<file path="src/rtl/fog_uart_tx_packer.sv">
// Frames captured FOG error/step words into an 11-byte packet (2 header bytes,
// 8 payload bytes, CRC-8) and shifts it out as back-to-back 8N1 UART bytes.
module fog_uart_tx_packer #(
  parameter int unsigned CLKS_PER_BIT = 868,
  parameter logic [7:0]  HDR_BYTE     = 8'hC0
) (
  input  logic        CLOCK_CPU,
  input  logic        RST,
  input  logic        i_trig,
  input  logic [31:0] i_err,
  input  logic [31:0] i_step,
  output logic        o_tx,
  output logic        o_busy,
  output logic        o_done,
  output logic        o_overrun,
  output logic [15:0] o_drop_cnt
);

  localparam logic [1:0]  S_IDLE   = 2'd0;
  localparam logic [1:0]  S_START  = 2'd1;
  localparam logic [1:0]  S_DATA   = 2'd2;
  localparam logic [1:0]  S_STOP   = 2'd3;
  localparam logic [15:0] BIT_LAST = 16'(CLKS_PER_BIT - 1);
  localparam logic [3:0]  BYTE_LAST = 4'd10;

  // CRC-8, poly 0x07, init 0, MSB-first over the 8 payload bytes.
  function automatic logic [7:0] crc8_64(input logic [63:0] d);
    logic [7:0] c;
    logic       fb;
    c = 8'h00;
    for (int i = 63; i >= 0; i--) begin
      fb = c[7] ^ d[i];
      c  = {c[6:0], 1'b0} ^ (fb ? 8'h07 : 8'h00);
    end
    return c;
  endfunction

  logic [1:0]  state_q, state_d;
  logic [15:0] clk_cnt_q, clk_cnt_d;
  logic [2:0]  bit_idx_q, bit_idx_d;
  logic [3:0]  byte_idx_q, byte_idx_d;
  logic [31:0] err_q, err_d;
  logic [31:0] step_q, step_d;
  logic [7:0]  crc_q, crc_d;
  logic        tx_q, tx_d;
  logic        busy_q, busy_d;
  logic        done_q, done_d;
  logic        overrun_q, overrun_d;
  logic [15:0] drop_cnt_q, drop_cnt_d;

  logic [7:0]  cur_byte;
  logic        bit_tick;

  always_comb begin
    case (byte_idx_q)
      4'd2:    cur_byte = err_q[31:24];
      4'd3:    cur_byte = err_q[23:16];
      4'd4:    cur_byte = err_q[15:8];
      4'd5:    cur_byte = err_q[7:0];
      4'd6:    cur_byte = step_q[31:24];
      4'd7:    cur_byte = step_q[23:16];
      4'd8:    cur_byte = step_q[15:8];
      4'd9:    cur_byte = step_q[7:0];
      4'd10:   cur_byte = crc_q;
      default: cur_byte = HDR_BYTE;
    endcase
  end

  assign bit_tick = (clk_cnt_q == BIT_LAST);

  always_comb begin
    state_d    = state_q;
    clk_cnt_d  = clk_cnt_q;
    bit_idx_d  = bit_idx_q;
    byte_idx_d = byte_idx_q;
    err_d      = err_q;
    step_d     = step_q;
    crc_d      = crc_q;
    tx_d       = tx_q;
    busy_d     = busy_q;
    done_d     = 1'b0;
    overrun_d  = 1'b0;
    drop_cnt_d = drop_cnt_q;

    case (state_q)
      S_IDLE: begin
        if (i_trig) begin
          state_d    = S_START;
          clk_cnt_d  = 16'd0;
          bit_idx_d  = 3'd0;
          byte_idx_d = 4'd0;
          err_d      = i_err;
          step_d     = i_step;
          crc_d      = crc8_64({i_err, i_step});
          tx_d       = 1'b0;
          busy_d     = 1'b1;
        end
      end
      S_START: begin
        if (bit_tick) begin
          clk_cnt_d = 16'd0;
          state_d   = S_DATA;
          bit_idx_d = 3'd0;
          tx_d      = cur_byte[0];
        end else begin
          clk_cnt_d = clk_cnt_q + 16'd1;
        end
      end
      S_DATA: begin
        if (bit_tick) begin
          clk_cnt_d = 16'd0;
          if (bit_idx_q == 3'd7) begin
            state_d = S_STOP;
            tx_d    = 1'b1;
          end else begin
            bit_idx_d = bit_idx_q + 3'd1;
            tx_d      = cur_byte[bit_idx_q + 3'd1];
          end
        end else begin
          clk_cnt_d = clk_cnt_q + 16'd1;
        end
      end
      S_STOP: begin
        if (bit_tick) begin
          clk_cnt_d = 16'd0;
          if (byte_idx_q == BYTE_LAST) begin
            state_d = S_IDLE;
            busy_d  = 1'b0;
            done_d  = 1'b1;
          end else begin
            // Next start bit follows the stop bit with no idle gap.
            byte_idx_d = byte_idx_q + 4'd1;
            state_d    = S_START;
            tx_d       = 1'b0;
          end
        end else begin
          clk_cnt_d = clk_cnt_q + 16'd1;
        end
      end
      default: begin
        state_d = S_IDLE;
        tx_d    = 1'b1;
        busy_d  = 1'b0;
      end
    endcase

    // busy_q is still high on the completion edge, so a coincident trigger drops.
    if (busy_q && i_trig) begin
      overrun_d = 1'b1;
      if (drop_cnt_q != 16'hFFFF) drop_cnt_d = drop_cnt_q + 16'd1;
    end
  end

  always_ff @(posedge CLOCK_CPU or posedge RST) begin
    if (RST) begin
      state_q    <= S_IDLE;
      clk_cnt_q  <= 16'd0;
      bit_idx_q  <= 3'd0;
      byte_idx_q <= 4'd0;
      err_q      <= 32'd0;
      step_q     <= 32'd0;
      crc_q      <= 8'd0;
      tx_q       <= 1'b1;
      busy_q     <= 1'b0;
      done_q     <= 1'b0;
      overrun_q  <= 1'b0;
      drop_cnt_q <= 16'd0;
    end else begin
      state_q    <= state_d;
      clk_cnt_q  <= clk_cnt_d;
      bit_idx_q  <= bit_idx_d;
      byte_idx_q <= byte_idx_d;
      err_q      <= err_d;
      step_q     <= step_d;
      crc_q      <= crc_d;
      tx_q       <= tx_d;
      busy_q     <= busy_d;
      done_q     <= done_d;
      overrun_q  <= overrun_d;
      drop_cnt_q <= drop_cnt_d;
    end
  end

  assign o_tx       = tx_q;
  assign o_busy     = busy_q;
  assign o_done     = done_q;
  assign o_overrun  = overrun_q;
  assign o_drop_cnt = drop_cnt_q;

endmodule
</file>
<file path="config.mk">
export PLATFORM = sky130hd
export DESIGN_NAME = fog_uart_tx_packer
export DESIGN_NICKNAME = d
export VERILOG_FILES = /design/src/rtl/fog_uart_tx_packer.sv
export SDC_FILE = /design/constraint.sdc
export NUM_CORES = 1
export LEC_CHECK = 0
export ABC_AREA = 1
export BUFFER_PORTS_ARGS = -buffer_cell sky130_fd_sc_hd__clkbuf_2
export CORE_MARGIN = 5
export CORE_UTILIZATION = 40
export CTS_CLUSTER_SIZE = 28
export DETAILED_ROUTE_END_ITERATION = 8
export PLACE_DENSITY = 0.67
export SYNTH_ARGS = -nofsm -noshare
export SYNTH_HDL_FRONTEND = slang
export SYNTH_SLANG_ARGS = --single-unit
</file>
<file path="constraint.sdc">
create_clock -name CLOCK_CPU -period 5.15 [get_ports CLOCK_CPU]
set_input_delay 0.7725 -clock CLOCK_CPU [delete_from_list [all_inputs] [get_ports CLOCK_CPU]]
set_output_delay 0.7725 -clock CLOCK_CPU [all_outputs]
set_load 0.02 [all_outputs]
</file>
==> results of run 1 <==
==> worst register-to-register path, cell delays in order, from the launching register on <==
cell and delay, ns:
dfrtp_1 0.42, inv_1 0.13, ha_1 0.19, inv_1 0.06, nor2_1 0.35, inv_1 0.27
o21ai_0 0.33, a221oi_1 0.12, nand4_1 0.13, nand3_1 0.08, nand2_1 0.06, nand2_1 0.04
a31oi_1 0.17, o21ai_0 0.09, o31ai_1 0.20
==> cell type report <==
type / count / area, µm²
Sequential cell: 117 / 2930
Inverter: 175 / 659
Fill cell: 2223 / 11600
Tap cell: 280 / 350
Clock inverter: 9 / 128
Clock buffer: 23 / 458
Timing Repair Buffer: 88 / 445
Multi-Input combinational cell: 1016 / 5060
==> power breakdown <==
| group | internal [mW] | switching [mW] | total (mW) | leakage, nW |
|---|---|---|---|---|
| Combinational | 1.74 | 3.50 | 5.24 | 3.68 |
| Clock | 0.770 | 0.401 | 1.17 | 0.277 |
| Sequential | 1.27 | 0.248 | 1.52 | 1.49 |
| Total | 3.78 | 4.15 | 7.93 | 5.45 |
==> final timing paths <==
check / cells after the start / start / slack [ns] / to
hold reg to reg: 1 / clk_cnt_q[15] / 0.48 / clk_cnt_q[15]
hold / removal: 1 / clk_cnt_q[15] / 0.48 / clk_cnt_q[15]
max in group asynchronous: 3 / RST / 3.53 / o_tx
min in group asynchronous: 2 / RST / 0.58 / o_busy
setup / recovery: 41 / i_err[30] / 0.82 / crc_q[2]
setup reg to reg: 14 / byte_idx_q[0] / 2.41 / o_tx
==> per-stage QoR <==
step	power [mW]	hold slack (ns)	cell area [µm²]	util (%)	setup slack (ns)
finish	7.93	0.479	10000	46.4	0.816
global placement	6.67	0.466	9440	43.7	0.476
floorplan	5.70	0.434	8690	-	1.26
global route	8.87	0.501	10000	46.4	0.282
detailed placement	6.75	0.473	9440	43.7	0.416
CTS	7.95	0.486	10000	46.4	0.847
==> layer usage <==
layer	vias up	wire, µm	global-route usage [%]
li1	4474	-	-
met1	3920	10600	24.7
met2	170	11000	32.7
met3	19	958	3.05
met4	0	236	4.18
met5	-	0	0
==> state kept, by name, indices dropped and copies added, names as in the netlist <==
signal and cells:
clk_cnt_q 16, byte_idx_q 4, o_busy 1, err_q 32, step_q 32, crc_q 8, state_q 2, o_tx 1
o_drop_cnt 16, bit_idx_q 3, o_done 1, o_overrun 1
==> Yosys cell counts, drive strengths merged <==
master	number	area share (%)
or2	3	0.22
o2111ai	4	0.40
clkbuf	13	0.56
nor2	46	2.0
o31ai	3	0.26
a211oi	2	0.17
nor3	13	0.75
nand4	18	1.3
nand3	199	13
o21ai	97	5.6
a2111oi	2	0.20
ha	13	1.9
a221oi	11	1.1
inv	171	7.4
a31oi	3	0.22
nand2	537	25
clkinv	4	0.17
nor4	5	0.36
a31o	1	0.10
and3	1	0.072
xnor2	11	1.1
xor2	25	2.7
buf	2	0.086
o311ai	1	0.10
dfrtp	116	33
dfstp	1	0.30
nand3b	1	0.13
a21oi	14	0.81
or4	1	0.086
a22o	5	0.50
==> logic make-up after synthesis <==
| family | after synthesis |
|---|---|
| compound gates | 143 |
| xor+xnor | 36 |
| fa+ha+maj | 13 |
| buf+inv | 190 |
| flops | 117 |
| simple gates | 824 |
==> placed cells by master, fill, tap and decap left out, types with 3 or more instances in the layout <==
| cell type | instances |
|---|---|
| clkbuf_1 | 5 |
| o31ai_1 | 3 |
| nand2_4 | 6 |
| a221oi_1 | 11 |
| a31oi_1 | 3 |
| inv_1 | 142 |
| nand3_1 | 178 |
| xnor2_1 | 11 |
| dfrtp_1 | 116 |
| nand2_2 | 60 |
| o21ai_1 | 4 |
| a22o_1 | 5 |
| clkinv_2 | 3 |
| o2111ai_1 | 4 |
| xor2_1 | 23 |
| nand3_2 | 21 |
| clkbuf_2 | 86 |
| ha_1 | 13 |
| nor2_1 | 44 |
| nand4_1 | 18 |
| inv_2 | 28 |
| nand2_1 | 471 |
| nor3_1 | 13 |
| a21oi_1 | 14 |
| clkbuf_16 | 17 |
| clkinvlp_4 | 3 |
| clkinv_1 | 4 |
| bufinv_16 | 3 |
| o21ai_0 | 93 |
| nor4_1 | 5 |
==> results_dict.tcl, run 1 <==
set metrics [dict create \
    ys_warn_count 0 \
    clock-sinks 117 \
    crit_fanout 6 \
    synth_top_family_by_area "simple AND/OR/NAND/NOR gates" \
    crit_type "in -> reg" \
    die_w_um 157 \
    fin_skew_ns 0.00618 \
    grt_use_total_pct 18.8 \
    synth_nets 1403 \
    crit_buf_inv 4 \
    status "finished, final reports clean" \
    drc 0 \
    dr.pass1.iters 8 \
    start_util_pct 40.2 \
    rsz0062_at_grt "no" \
    ys_seq_area_share_pct 33.7 \
    cts.reportedPaths.clkPinSlew_ns 0.05 \
    critical_path_arrival_ns 4.63 \
    synth_fa_ha_area_share_pct 1.87 \
    port-buffer-count 86 \
    slew_headroom_pct 32.6 \
    overflow 0 \
    antenna_cells 0 \
    cts_hold_buffers 0 \
    fin_cells 1708 \
    area_delta_synth_final_pct 15.4 \
    antenna_found_initial 0 \
    cts_tree "built" \
    required_ns 5.44 \
    synthDistinctLibCells 38 \
    p_leak_nw 5.45 \
    routed_via_density 5.03 \
    powerDensity_nw_per_um2 791 \
    muxShareOfSynthArea_pct 0 \
    cpLargestDelayFamily "simple AND/OR/NAND/NOR gates" \
    grt_pass1_vias 8139 \
    tns_ns 0 \
    die_h_um 157 \
    drive_above_1_share_pct 16.7 \
    peakVddDrop_uv 486 \
    gp_congestion 0.910 \
    cts_buffers 17 \
    core_um2 21600 \
    post_drt_wl_per_cell_um 13.3 \
    finalNetCount 1495 \
    holdCritPathClass "reg -> reg" \
    synth_xor_area_share_pct 3.80 \
    critical_path.slowest_cell "nand2_2" \
    postSynthAreaPerCell_um2 6.57 \
    synth_area_um2 8690 \
    ctsResizeCount 0 \
    worstMarginPinSlew_ns 1.01 \
    max_freq_mhz 231 \
    syn_inst 1323 \
    die_area_um2 24800 \
    placementRows 54 \
    min_period_ns 4.33 \
    ys_ff_latch 117 \
    cts_root_buf "clkbuf_16" \
    h-tree-depth 4 \
    hpwl_um 18100 \
    io-pin-count 87 \
    hold_viol 0 \
    crit_path_max_incr_delay_ns 0.15 \
    cp_common_cell "nand2_1" \
    drt_wl_total_um 22800 \
    clockBufferDepth 2 \
    clock_latency_ns 0.41 \
    initialDrtViolationCount 617 \
    report.final.slew_viol_count 0 \
    min_period_over_period_pct 84.2 \
    synthSimpleGateAreaFrac_pct 43.0 \
    grt_max_degree 90 \
    drv_cap 0 \
    postCtsSetupRepairBufs 0 \
    synth_compound_area_share_pct 9.46 \
    end_kind "flop" \
    dp_cells 1676 \
    start_kind "input port" \
    vias 8583 \
    ant_nets 0 \
    grt_pass1_wl_um 38100 \
    setup_viol_count_final 0 \
]
No activity file was read; power rests on OpenSTA's default activity.
==> inputs of run 2 (changes only) <==
==> constraint.sdc (replaced) <==
create_clock -name CLOCK_CPU -period 4.5 [get_ports CLOCK_CPU]
set_input_delay 0.675 -clock CLOCK_CPU [delete_from_list [all_inputs] [get_ports CLOCK_CPU]]
set_output_delay 0.675 -clock CLOCK_CPU [all_outputs]
set_load 0.02 [all_outputs]
==> results_dict.tcl, run 2 (synthesis results as in run 1) <==
set metrics [dict create \
    status "finished, final reports clean" \
    grt_use_met1_pct 25.0 \
    gp_congestion 0.924 \
    placementRows 54 \
    startpoint "i_err[30]" \
    antenna_found_initial 0 \
    p_leak_nw 5.63 \
    setup_viol_count_final 0 \
    start_util_pct 40.2 \
    final_cell_mix "422 x nand2_1, 157 x nand3_1, 141 x inv_1" \
    finalNetCount 1503 \
    ant_nets 0 \
    drv_cap 0 \
    hpwl_um 18600 \
    clock_latency_ns 0.41 \
    die_h_um 157 \
    min_period_ns 4.19 \
    ff2ff_setup_slack_ns 1.77 \
    crit_type "in -> reg" \
    largest_registers "err_q: 32 flops, step_q: 32 flops" \
    cts.reportedPaths.clkPinSlew_ns 0.05 \
    core_um2 21600 \
    grt_use_total_pct 19.1 \
    min_period_over_period_pct 93.2 \
    holdCritPathClass "in -> async" \
    fin_cells 1716 \
    report.final.slew_viol_count 0 \
    crit_path_max_incr_delay_ns 0.14 \
    clockBufferDepth 2 \
    dp_cells 1677 \
    critical_path_arrival_ns 4.49 \
    h-tree-depth 4 \
    io-pin-count 87 \
    overflow 0 \
    antenna_cells 0 \
    rr_startpoint "state_q[0]" \
    grt_use_met2_pct 33.0 \
    fin_skew_ns 0.0104 \
    critical_path.slowest_cell "buf_2" \
    use_met3_pct 3.11 \
    end_kind "flop" \
    grt_max_degree 101 \
    start_kind "input port" \
    crit_buf_inv 3 \
    port-buffer-count 86 \
    peakVddDrop_uv 725 \
    fin_util_pct 48.8 \
    cpLargestDelayFamily "simple AND/OR/NAND/NOR gates" \
    post_drt_wl_per_cell_um 13.8 \
    layout_commonest_cell "nand2_1" \
    vias 8731 \
    dr.pass1.iters 5 \
    cts_hold_buffers 0 \
    cp_common_cell "nand2_1" \
    area_delta_synth_final_pct 21.3 \
    worstMarginPinSlew_ns 0.793 \
    drt_wl_total_um 23700 \
    initialDrtViolationCount 523 \
    drive_above_1_share_pct 22.8 \
    die_w_um 157 \
    slew_headroom_pct 45.8 \
    hold_viol 0 \
    cts_tree "built" \
    required_ns 4.80 \
    grt_pass1_wl_um 38600 \
    max_freq_mhz 239 \
    cts_root_buf "clkbuf_16" \
    nFillCells 2185 \
    grt_pass1_vias 8203 \
    clock-sinks 117 \
    crit_fanout 6 \
    cts_buffers 17 \
    drc 0 \
    globalRoute.busiestLayer "met2" \
    powerDensity_nw_per_um2 916 \
    die_area_um2 24800 \
    routed_via_density 5.09 \
]
==> run 2: per-layer routing <==
layer / part of all wire, % / up-vias
met3: 3.4 / 32
met4: 1.7 / 0
li1: - / 4491
met5: 0 / -
met1: 47 / 4043
met2: 48 / 165
==> run 2: path summary, 6_finish.rpt <==
| path | to | cells after the start |
|---|---|---|
| worst min register to register | clk_cnt_q[15] | 1 |
| worst max register to register | clk_cnt_q[15] | 12 |
| min in group CLOCK_CPU | clk_cnt_q[15] | 1 |
| max in group asynchronous | step_q[22] | 3 |
| worst min-delay path | o_drop_cnt[13] | 2 |
| worst max-delay path | crc_q[2] | 42 |
==> run 2: final cells by class <==
class | count | area [µm²] | share of cell area, %
Multi-Input combinational cell | 1016 | 5480 | 52.0
Clock buffer | 21 | 460 | 4.37
Sequential cell | 117 | 2930 | 27.8
Inverter | 175 | 662 | 6.28
Timing Repair Buffer | 96 | 508 | 4.82
Clock inverter | 11 | 149 | 1.41
Tap cell | 280 | 350 | 3.32
==> run 2: repair_timing <==
action                                  4_1_cts  5_1_grt
buffers inserted                              0        7
gates resized for setup                       0      108
endpoints found under the setup margin        0        8
==> run 2: per-stage QoR <==
step                      setup TNS, ns  cell area, µm²  worst slack [ns]  total power [mW]  hold slack [ns]
final                                 0           10500             0.308              9.65            0.371
after detailed placement         -0.807            9450            -0.153              7.76            0.473
after CTS                             0           10100             0.285              9.17            0.405
after global routing            -0.0319           10500           -0.0266              10.7            0.430
after floorplan                       0            8690             0.708              6.52            0.434
after global placement           -0.228            9450           -0.0524              7.64            0.465
==> run 2: where the power goes <==
| group | internal, mW | switching [mW] |
|---|---|---|
| Sequential | 1.46 | 0.288 |
| Combinational | 2.20 | 4.33 |
| Clock | 0.900 | 0.479 |
| Total | 4.56 | 5.09 |
